## config.mk

```make
export PLATFORM = sky130hd
export DESIGN_NAME = vend_change_dispenser
export DESIGN_NICKNAME = d
export VERILOG_FILES = /design/src/rtl/vend_change_dispenser.sv
export SDC_FILE = /design/constraint.sdc
export NUM_CORES = 1
export LEC_CHECK = 0
export ABC_AREA = 1
export BUFFER_PORTS_ARGS = -buffer_cell sky130_fd_sc_hd__buf_4
export CORE_ASPECT_RATIO = 1.5
export CORE_MARGIN = 5
export CORE_UTILIZATION = 60
export DETAILED_ROUTE_END_ITERATION = 10
export PLACE_DENSITY_LB_ADDON = 0.15
export SYNTH_ARGS = -nofsm -noshare
export SYNTH_HDL_FRONTEND = slang
export SYNTH_SLANG_ARGS = --single-unit
```

## constraint.sdc

```tcl
create_clock -name clk -period 4.5 [get_ports clk]
set_input_delay 0.9 -clock clk [delete_from_list [all_inputs] [get_ports clk]]
set_output_delay 0.9 -clock clk [all_outputs]
set_load 0.05 [all_outputs]
```

## src/rtl/vend_change_dispenser.sv

```systemverilog
// Change dispenser: pays out an amount as large/small coins through a hopper,
// one coin at a time. Each coin waits for the hopper's acknowledge, with a timeout.
module vend_change_dispenser #(
    parameter int AMT_W       = 8,
    parameter int LARGE_COIN  = 5,
    parameter int PULSE_LEN   = 4,
    parameter int ACK_TIMEOUT = 255
) (
    input  logic             clk,
    input  logic             rst,
    input  logic             req,
    input  logic [AMT_W-1:0] change_amt,
    input  logic             hopper_ack,
    input  logic             clr_fault,
    output logic             coin_large,
    output logic             coin_small,
    output logic             busy,
    output logic             done,
    output logic             fault,
    output logic [AMT_W-1:0] remaining,
    output logic [AMT_W-1:0] n_large,
    output logic [AMT_W-1:0] n_small
);

    localparam int PW = (PULSE_LEN > 1) ? $clog2(PULSE_LEN) : 1;
    localparam int TW = (ACK_TIMEOUT > 1) ? $clog2(ACK_TIMEOUT) : 1;
    localparam logic [PW-1:0]    PULSE_LAST = PW'(PULSE_LEN - 1);
    localparam logic [PW-1:0]    PULSE_ONE  = PW'(1);
    localparam logic [TW-1:0]    ACK_LAST   = TW'(ACK_TIMEOUT - 1);
    localparam logic [TW-1:0]    ACK_ONE    = TW'(1);
    localparam logic [AMT_W-1:0] LARGE_VAL  = AMT_W'(LARGE_COIN);
    localparam logic [AMT_W-1:0] AMT_ONE    = AMT_W'(1);
    localparam logic [AMT_W-1:0] AMT_ZERO   = AMT_W'(0);

    typedef enum logic [2:0] {
        IDLE     = 3'd0,
        SELECT   = 3'd1,
        PULSE    = 3'd2,
        WAIT_ACK = 3'd3,
        DONE     = 3'd4,
        FAULT    = 3'd5
    } state_t;

    state_t           state_r, state_s;
    logic             sel_large_r, sel_large_s;
    logic [PW-1:0]    pulse_cnt_r, pulse_cnt_s;
    logic [TW-1:0]    ack_cnt_r, ack_cnt_s;
    logic [AMT_W-1:0] remaining_r, remaining_s;
    logic [AMT_W-1:0] n_large_r, n_large_s;
    logic [AMT_W-1:0] n_small_r, n_small_s;
    logic             coin_large_r, coin_large_s;
    logic             coin_small_r, coin_small_s;
    logic             busy_r, busy_s;
    logic             done_r, done_s;
    logic             fault_r, fault_s;

    // Next-state, datapath and output decode; outputs follow the next state so they register cleanly
    always_comb begin
        state_s     = state_r;
        sel_large_s = sel_large_r;
        pulse_cnt_s = pulse_cnt_r;
        ack_cnt_s   = ack_cnt_r;
        remaining_s = remaining_r;
        n_large_s   = n_large_r;
        n_small_s   = n_small_r;

        case (state_r)
            IDLE: begin
                if (req) begin
                    remaining_s = change_amt;
                    n_large_s   = AMT_ZERO;
                    n_small_s   = AMT_ZERO;
                    if (change_amt == AMT_ZERO) begin
                        state_s = DONE;
                    end else begin
                        state_s = SELECT;
                    end
                end else begin
                    state_s = IDLE;
                end
            end
            SELECT: begin
                // Greedy choice: large only when it cannot overdraw the balance
                sel_large_s = (remaining_r >= LARGE_VAL);
                pulse_cnt_s = {PW{1'b0}};
                state_s     = PULSE;
            end
            PULSE: begin
                if (pulse_cnt_r == PULSE_LAST) begin
                    ack_cnt_s = {TW{1'b0}};
                    state_s   = WAIT_ACK;
                end else begin
                    pulse_cnt_s = pulse_cnt_r + PULSE_ONE;
                end
            end
            WAIT_ACK: begin
                // An ack on the last allowed cycle still wins over the timeout
                if (hopper_ack) begin
                    if (sel_large_r) begin
                        remaining_s = remaining_r - LARGE_VAL;
                        n_large_s   = n_large_r + AMT_ONE;
                    end else begin
                        remaining_s = remaining_r - AMT_ONE;
                        n_small_s   = n_small_r + AMT_ONE;
                    end
                    if (remaining_s == AMT_ZERO) begin
                        state_s = DONE;
                    end else begin
                        state_s = SELECT;
                    end
                end else if (ack_cnt_r == ACK_LAST) begin
                    state_s = FAULT;
                end else begin
                    ack_cnt_s = ack_cnt_r + ACK_ONE;
                end
            end
            DONE: begin
                state_s = IDLE;
            end
            FAULT: begin
                if (clr_fault) begin
                    state_s = IDLE;
                end else begin
                    state_s = FAULT;
                end
            end
            default: begin
                state_s = IDLE;
            end
        endcase

        coin_large_s = (state_s == PULSE) && sel_large_s;
        coin_small_s = (state_s == PULSE) && !sel_large_s;
        busy_s       = (state_s != IDLE);
        done_s       = (state_s == DONE);
        fault_s      = (state_s == FAULT);
    end

    // State, datapath and output registers with synchronous reset
    always_ff @(posedge clk) begin
        if (rst) begin
            state_r      <= IDLE;
            sel_large_r  <= 1'b0;
            pulse_cnt_r  <= {PW{1'b0}};
            ack_cnt_r    <= {TW{1'b0}};
            remaining_r  <= AMT_ZERO;
            n_large_r    <= AMT_ZERO;
            n_small_r    <= AMT_ZERO;
            coin_large_r <= 1'b0;
            coin_small_r <= 1'b0;
            busy_r       <= 1'b0;
            done_r       <= 1'b0;
            fault_r      <= 1'b0;
        end else begin
            state_r      <= state_s;
            sel_large_r  <= sel_large_s;
            pulse_cnt_r  <= pulse_cnt_s;
            ack_cnt_r    <= ack_cnt_s;
            remaining_r  <= remaining_s;
            n_large_r    <= n_large_s;
            n_small_r    <= n_small_s;
            coin_large_r <= coin_large_s;
            coin_small_r <= coin_small_s;
            busy_r       <= busy_s;
            done_r       <= done_s;
            fault_r      <= fault_s;
        end
    end

    assign coin_large = coin_large_r;
    assign coin_small = coin_small_r;
    assign busy       = busy_r;
    assign done       = done_r;
    assign fault      = fault_r;
    assign remaining  = remaining_r;
    assign n_large    = n_large_r;
    assign n_small    = n_small_r;

endmodule
```

[Yosys cells after proc, flatten, opt, wreduce, memory -nomap -nowiden]
Cells that the tools add are included.
Cells by class
  add/subtract/negate cells: 6
  order comparisons: 1
  equal/unequal tests: 17
  mux-type cells: 28
  reduce and logical (&&, ||, !) cells: 15
Operators by type and width (count)
  8-bit 2-to-1 mux: 13
  8-bit one-hot mux with 2 select lines: 4
  8-bit by 1-bit adder with 8-bit output, second input constant: 3
  3-bit 2-to-1 mux: 7
  8-bit logical NOT: 2
  2-bit != test, second input constant: 8
  3-bit one-hot mux with 5 select lines: 1
  4-bit AND reduction: 3
  3-bit by 2-bit == test with 1-bit output, second input constant: 3
  3-bit == test, second input constant: 3
  8-bit == test, second input constant: 1
  8-bit by 3-bit greater-or-equal comparator with 1-bit output, second input constant: 1
  8-bit by 1-bit subtractor with 8-bit output, second input constant: 1
  8-bit by 3-bit subtractor with 8-bit output, second input constant: 1
  2-bit nonzero test: 3
  2-bit one-hot mux with 2 select lines: 1
  3-bit by 1-bit == test with 1-bit output, second input constant: 1
  3-bit logical NOT: 1
  3-bit AND reduction: 1
  3-bit nonzero test: 1
  2-bit by 1-bit adder with 2-bit output, second input constant: 1
  2-bit == test, second input constant: 1
  1-bit logical AND: 2
  2-bit 2-to-1 mux: 1
  other kinds (3): 3
Word-level totals
  register bits: 43
  bits of input ports: 13
  output and inout port bits: 29
  logic and storage cells: 79

[Depth between registers and ports, before layout]
  word-level depth: 10
  mapped depth: 14
  mapped depth without buffers: 14

[Least setup slack after synthesis]
No wires, ideal clock.
  path kind: register to register
  from: register remaining_r[0] (netlist: remaining[0])
  to: register busy_r (netlist: busy)
  data arrival time: 1811 ps
  slack: 2570 ps
  cell stages (with the launch flop): 15
  path buffers: 0
  clock period less this slack: 1930 ps
  cell sequence: dfxtp_1 -> inv_1 -> ha_1 -> inv_1 -> nand2_1 -> nand3_1 -> nand2_1 -> nor2_1 -> nand2_1 -> nor2_2 -> nand2_1 -> nand2_1 -> nand2_1 -> nand2_2 -> nand3_1
On the way
  longest elaborated chain between the ends: 9
  elaborated cells between the ends (all ways): 10
Ends and longest elaborated chain
  start: declaration: RTL line 48  | logic [AMT_W-1:0] remaining_r, remaining_s;
  start signal: assignment: RTL line 159  | remaining_r <= remaining_s;
  8-bit by 1-bit subtractor with 8-bit output or 8-bit by 3-bit subtractor with 8-bit output (tied branches): RTL line 103, 100
  8-bit 2-to-1 mux (*): RTL line 99  | if (sel_large_r) begin
  8-bit 2-to-1 mux (*): RTL line 98  | if (hopper_ack) begin
  8-bit 2-to-1 mux (*): RTL line 67  | case (state_r)
  8-bit logical NOT (*): RTL line 106  | if (remaining_s == AMT_ZERO) begin
  3-bit 2-to-1 mux (*): RTL line 106
  3-bit 2-to-1 mux (*): RTL line 98
  3-bit one-hot mux with 5 select lines (*): RTL line 67
  3-bit nonzero test (*): RTL line 134  | busy_s = (state_s != IDLE);
  end signal: assignment: RTL line 164  | busy_r <= busy_s;
  end: declaration: RTL line 53  | logic busy_r, busy_s;
Every way passes the cells marked *; elsewhere a longest branch is shown, timed or not. The select of a mux whose other input is x is not followed.
A chain may end at the register's enable or synchronous reset.

[Final worst setup path]
  from: register remaining_r[2] (netlist: remaining[2])
  to: output remaining[2]
RTL lines
  end: declaration: RTL line 20  | output logic [AMT_W-1:0] remaining,
No word-level cell between the ends.

==> flow_summary.json <==
{
  "syn_to_final_growth_pct": 17.28,
  "seq_area_frac_synth_pct": 35.59,
  "drc_errors": 0,
  "grt-ovfl-total": 0,
  "die_w_microns": 61.84,
  "clkTransAtPathRegs_ns": 0.09,
  "clkSinkCount": 43,
  "ys_async_sr_fraction_pct": 0,
  "clock_latency_ns": 0.31,
  "synth.avg_cell_area_sq_um": 6.737,
  "first_pass_iters": 4,
  "synthAdderAreaFrac_pct": 3.621,
  "synth_top_family_by_area": "simple AND/OR/NAND/NOR gates",
  "criticalPathCategory": "reg -> out",
  "timing.fmax_mhz": 513.7,
  "cts_buffers": 5,
  "clockBufferDepth": 2,
  "synth_enable_flop_cells": 0,
  "hold_path.class": "reg -> reg",
  "ys_warn_count": 0,
  "required_ns": 3.60,
  "cts_hold_buf": 0,
  "place_ws_ns": 2.443,
  "routedLengthMet1_microns": 2220,
  "crit_chain": "buf_4",
  "placed_cells": 439,
  "start_kind": "register",
  "boundaryPins": 42,
  "drt-total-wl_microns": 5539,
  "setup_viol": 0,
  "fin_area_sq_um": 2836,
  "syn_nets": 379,
  "io_buffers": 41,
  "die_h_microns": 87.76,
  "placementRows": 28,
  "setup-tns-final_ns": 0,
  "power.density_nw_per_um2": 315.9,
  "p_int_uw": 577.0,
  "synth_mux_area_share_pct": 0,
  "rsz0062_at_grt": "no",
  "synth_ff_type": "dfxtp_1",
  "tightest_slew_ns": 0.4690,
  "final_common_cell": "nand2_1",
  "drv_cap": 0,
  "synthXorXnorAreaFrac_pct": 1.811,
  "crit_family": "flip-flops",
  "p_sw_share_pct": 35.61,
  "root_buffer": "clkbuf_8",
  "crit_buf_inv": 1,
  "power_uw": 896.1,
  "postRouteAntennaNets": 0,
  "antenna_found_initial": 0,
  "dp_hpwl_microns": 4243,
  "start_util_pct": 61.64,
  "hold_ws_ns": 0.4798,
  "status": "complete, no violations",
  "drive_gt1_share_pct": 20.65,
  "drt_iter0_markers": 134,
  "power.switching_uw": 319.1,
  "synth_area_sq_um": 2419,
  "grt_pass1_wl_microns": 9660,
  "postCtsResizedCells": 0,
  "netlist_instances": 359,
  "leakagePower_nw": 1.257,
  "routed.top_layer": "met4",
  "htree_levels": 2,
  "layout.nets": 421,
  "wl_met3_microns": 309,
  "fin_skew_ns": 0.007232,
  "final_util_pct": 72.29,
  "placed_area_sq_um": 2744,
  "crit_slowest_cell": "dfxtp_1",
  "routedWlPerCell_microns": 12.39,
  "timing.slew.headroom_pct": 68.70,
  "ir_drop_mv": 0.2349,
  "ys_seq_elements": 43,
  "vias": 2359,
  "drt-vias-per-instance": 5.277,
  "fin_crit_sh_pct": 43.26,
  "crit_arrival_ns": 1.05,
  "layout_setup_ws_ns": 2.553,
  "grt_usage_pct": 23.24,
  "cts_setup_buffers": 0,
  "slew_violations": 0,
  "finalNonFillerCells": 447,
  "synthSimpleGateAreaFrac_pct": 36.89,
  "clkPwrFrac_pct": 28.7,
  "hold_viol": 0,
  "core_sq_um": 3924,
  "dieArea_sq_um": 5427,
  "crit_fanout": 7,
  "synth_compound_area_share_pct": 12.11,
  "end_kind": "output pin",
  "wl_met2_microns": 2930,
  "gp_congestion": 0.8919,
  "first_global_vias": 2277,
  "final_cell_mix": "nand2_1 (78), inv_1 (48), nor2_1 (44)",
  "seq_power_share_pct": 46.2,
  "critPathMaxStageDelay_ns": 0.48,
  "cts_tree": "yes",
  "insertedDiodeCount": 0,
  "p_comb_share_pct": 25.0,
  "ys_types": 30,
  "grt_max_degree": 17,
  "period_needed_ns": 1.947
}
## synthesized netlist by cell type, types with 5 or more instances
master / n / share of area [%]
nor3_1: 13 / 2.7
xor2_1: 5 / 1.8
inv_2: 6 / 0.93
nand3_1: 19 / 3.9
inv_1: 48 / 7.4
a21oi_1: 29 / 6.0
ha_1: 7 / 3.6
nor2_1: 44 / 6.8
nand2_2: 14 / 3.6
o21ai_0: 16 / 3.3
nand4_1: 6 / 1.6
dfxtp_1: 43 / 36
nand2_1: 78 / 12
## flip-flops by register name, indices dropped and copies added, names as in the netlist
signal / cells
ack_cnt_r: 8
busy: 1
coin_large: 1
coin_small: 1
done: 1
fault: 1
n_large: 8
n_small: 8
pulse_cnt_r: 2
remaining: 8
sel_large_r: 1
state_r: 3
## cells by family (layout without fill, tap and decap cells)
kind of cell	Yosys count	in the layout
adder cells (fa/ha/maj)	7	7
XOR/XNOR	5	5
AO/OA/AOI/OAI	54	54
AND/OR/NAND/NOR	190	190
buffers and inverters	60	103
flip-flops	43	43
## path summary, 6_finish.rpt
kind	start	end	slack, ns	depth (start not counted)
worst max-delay path	remaining[2]$_SDFFE_PP0P_	remaining[2]	2.55	1
worst min register to register	pulse_cnt_r[0]$_SDFFE_PP0P_	pulse_cnt_r[0]$_SDFFE_PP0P_	0.48	1
worst max register to register	state_r[1]$_SDFF_PP0_	n_small[6]$_SDFFE_PP0P_	2.63	9
worst min-delay path	pulse_cnt_r[0]$_SDFFE_PP0P_	pulse_cnt_r[0]$_SDFFE_PP0P_	0.48	1
## worst register-to-register path: cells and delay by family (launching register included)
| family | cells | cell delay [ns] |
|---|---|---|
| flip-flops | 1 | 0.40 |
| AND/OR/NAND/NOR | 6 | 1.08 |
| AO/OA/AOI/OAI | 2 | 0.25 |
| buffers and inverters | 1 | 0.05 |
## layer usage
metal	track usage, %	up-vias
li1	-	1230
met1	27.66	1074
met2	39.75	48
met3	5.752	7
met4	7.722	0
met5	0	-
## cell type report
type | instances | area (sq um)
clock buffer | 5 | 68.82
clock inverter | 3 | 23.77
fill | 375 | 1087
inverter | 54 | 202.7
multi-input combinational | 256 | 1316
sequential | 43 | 860.8
tap | 45 | 56.30
timing repair buffer | 41 | 307.8
## power by group through the flow
stage	Sequential [mW]	Clock, mW	Combinational (mW)
2_1_floorplan	0.463	0	0.127
3_3_place_gp	0.422	0	0.219
3_5_place_dp	0.422	0	0.223
4_1_cts	0.414	0.261	0.224
5_1_grt	0.416	0.282	0.244
6_report	0.414	0.258	0.224
No activity file was read; power rests on OpenSTA's default activity.
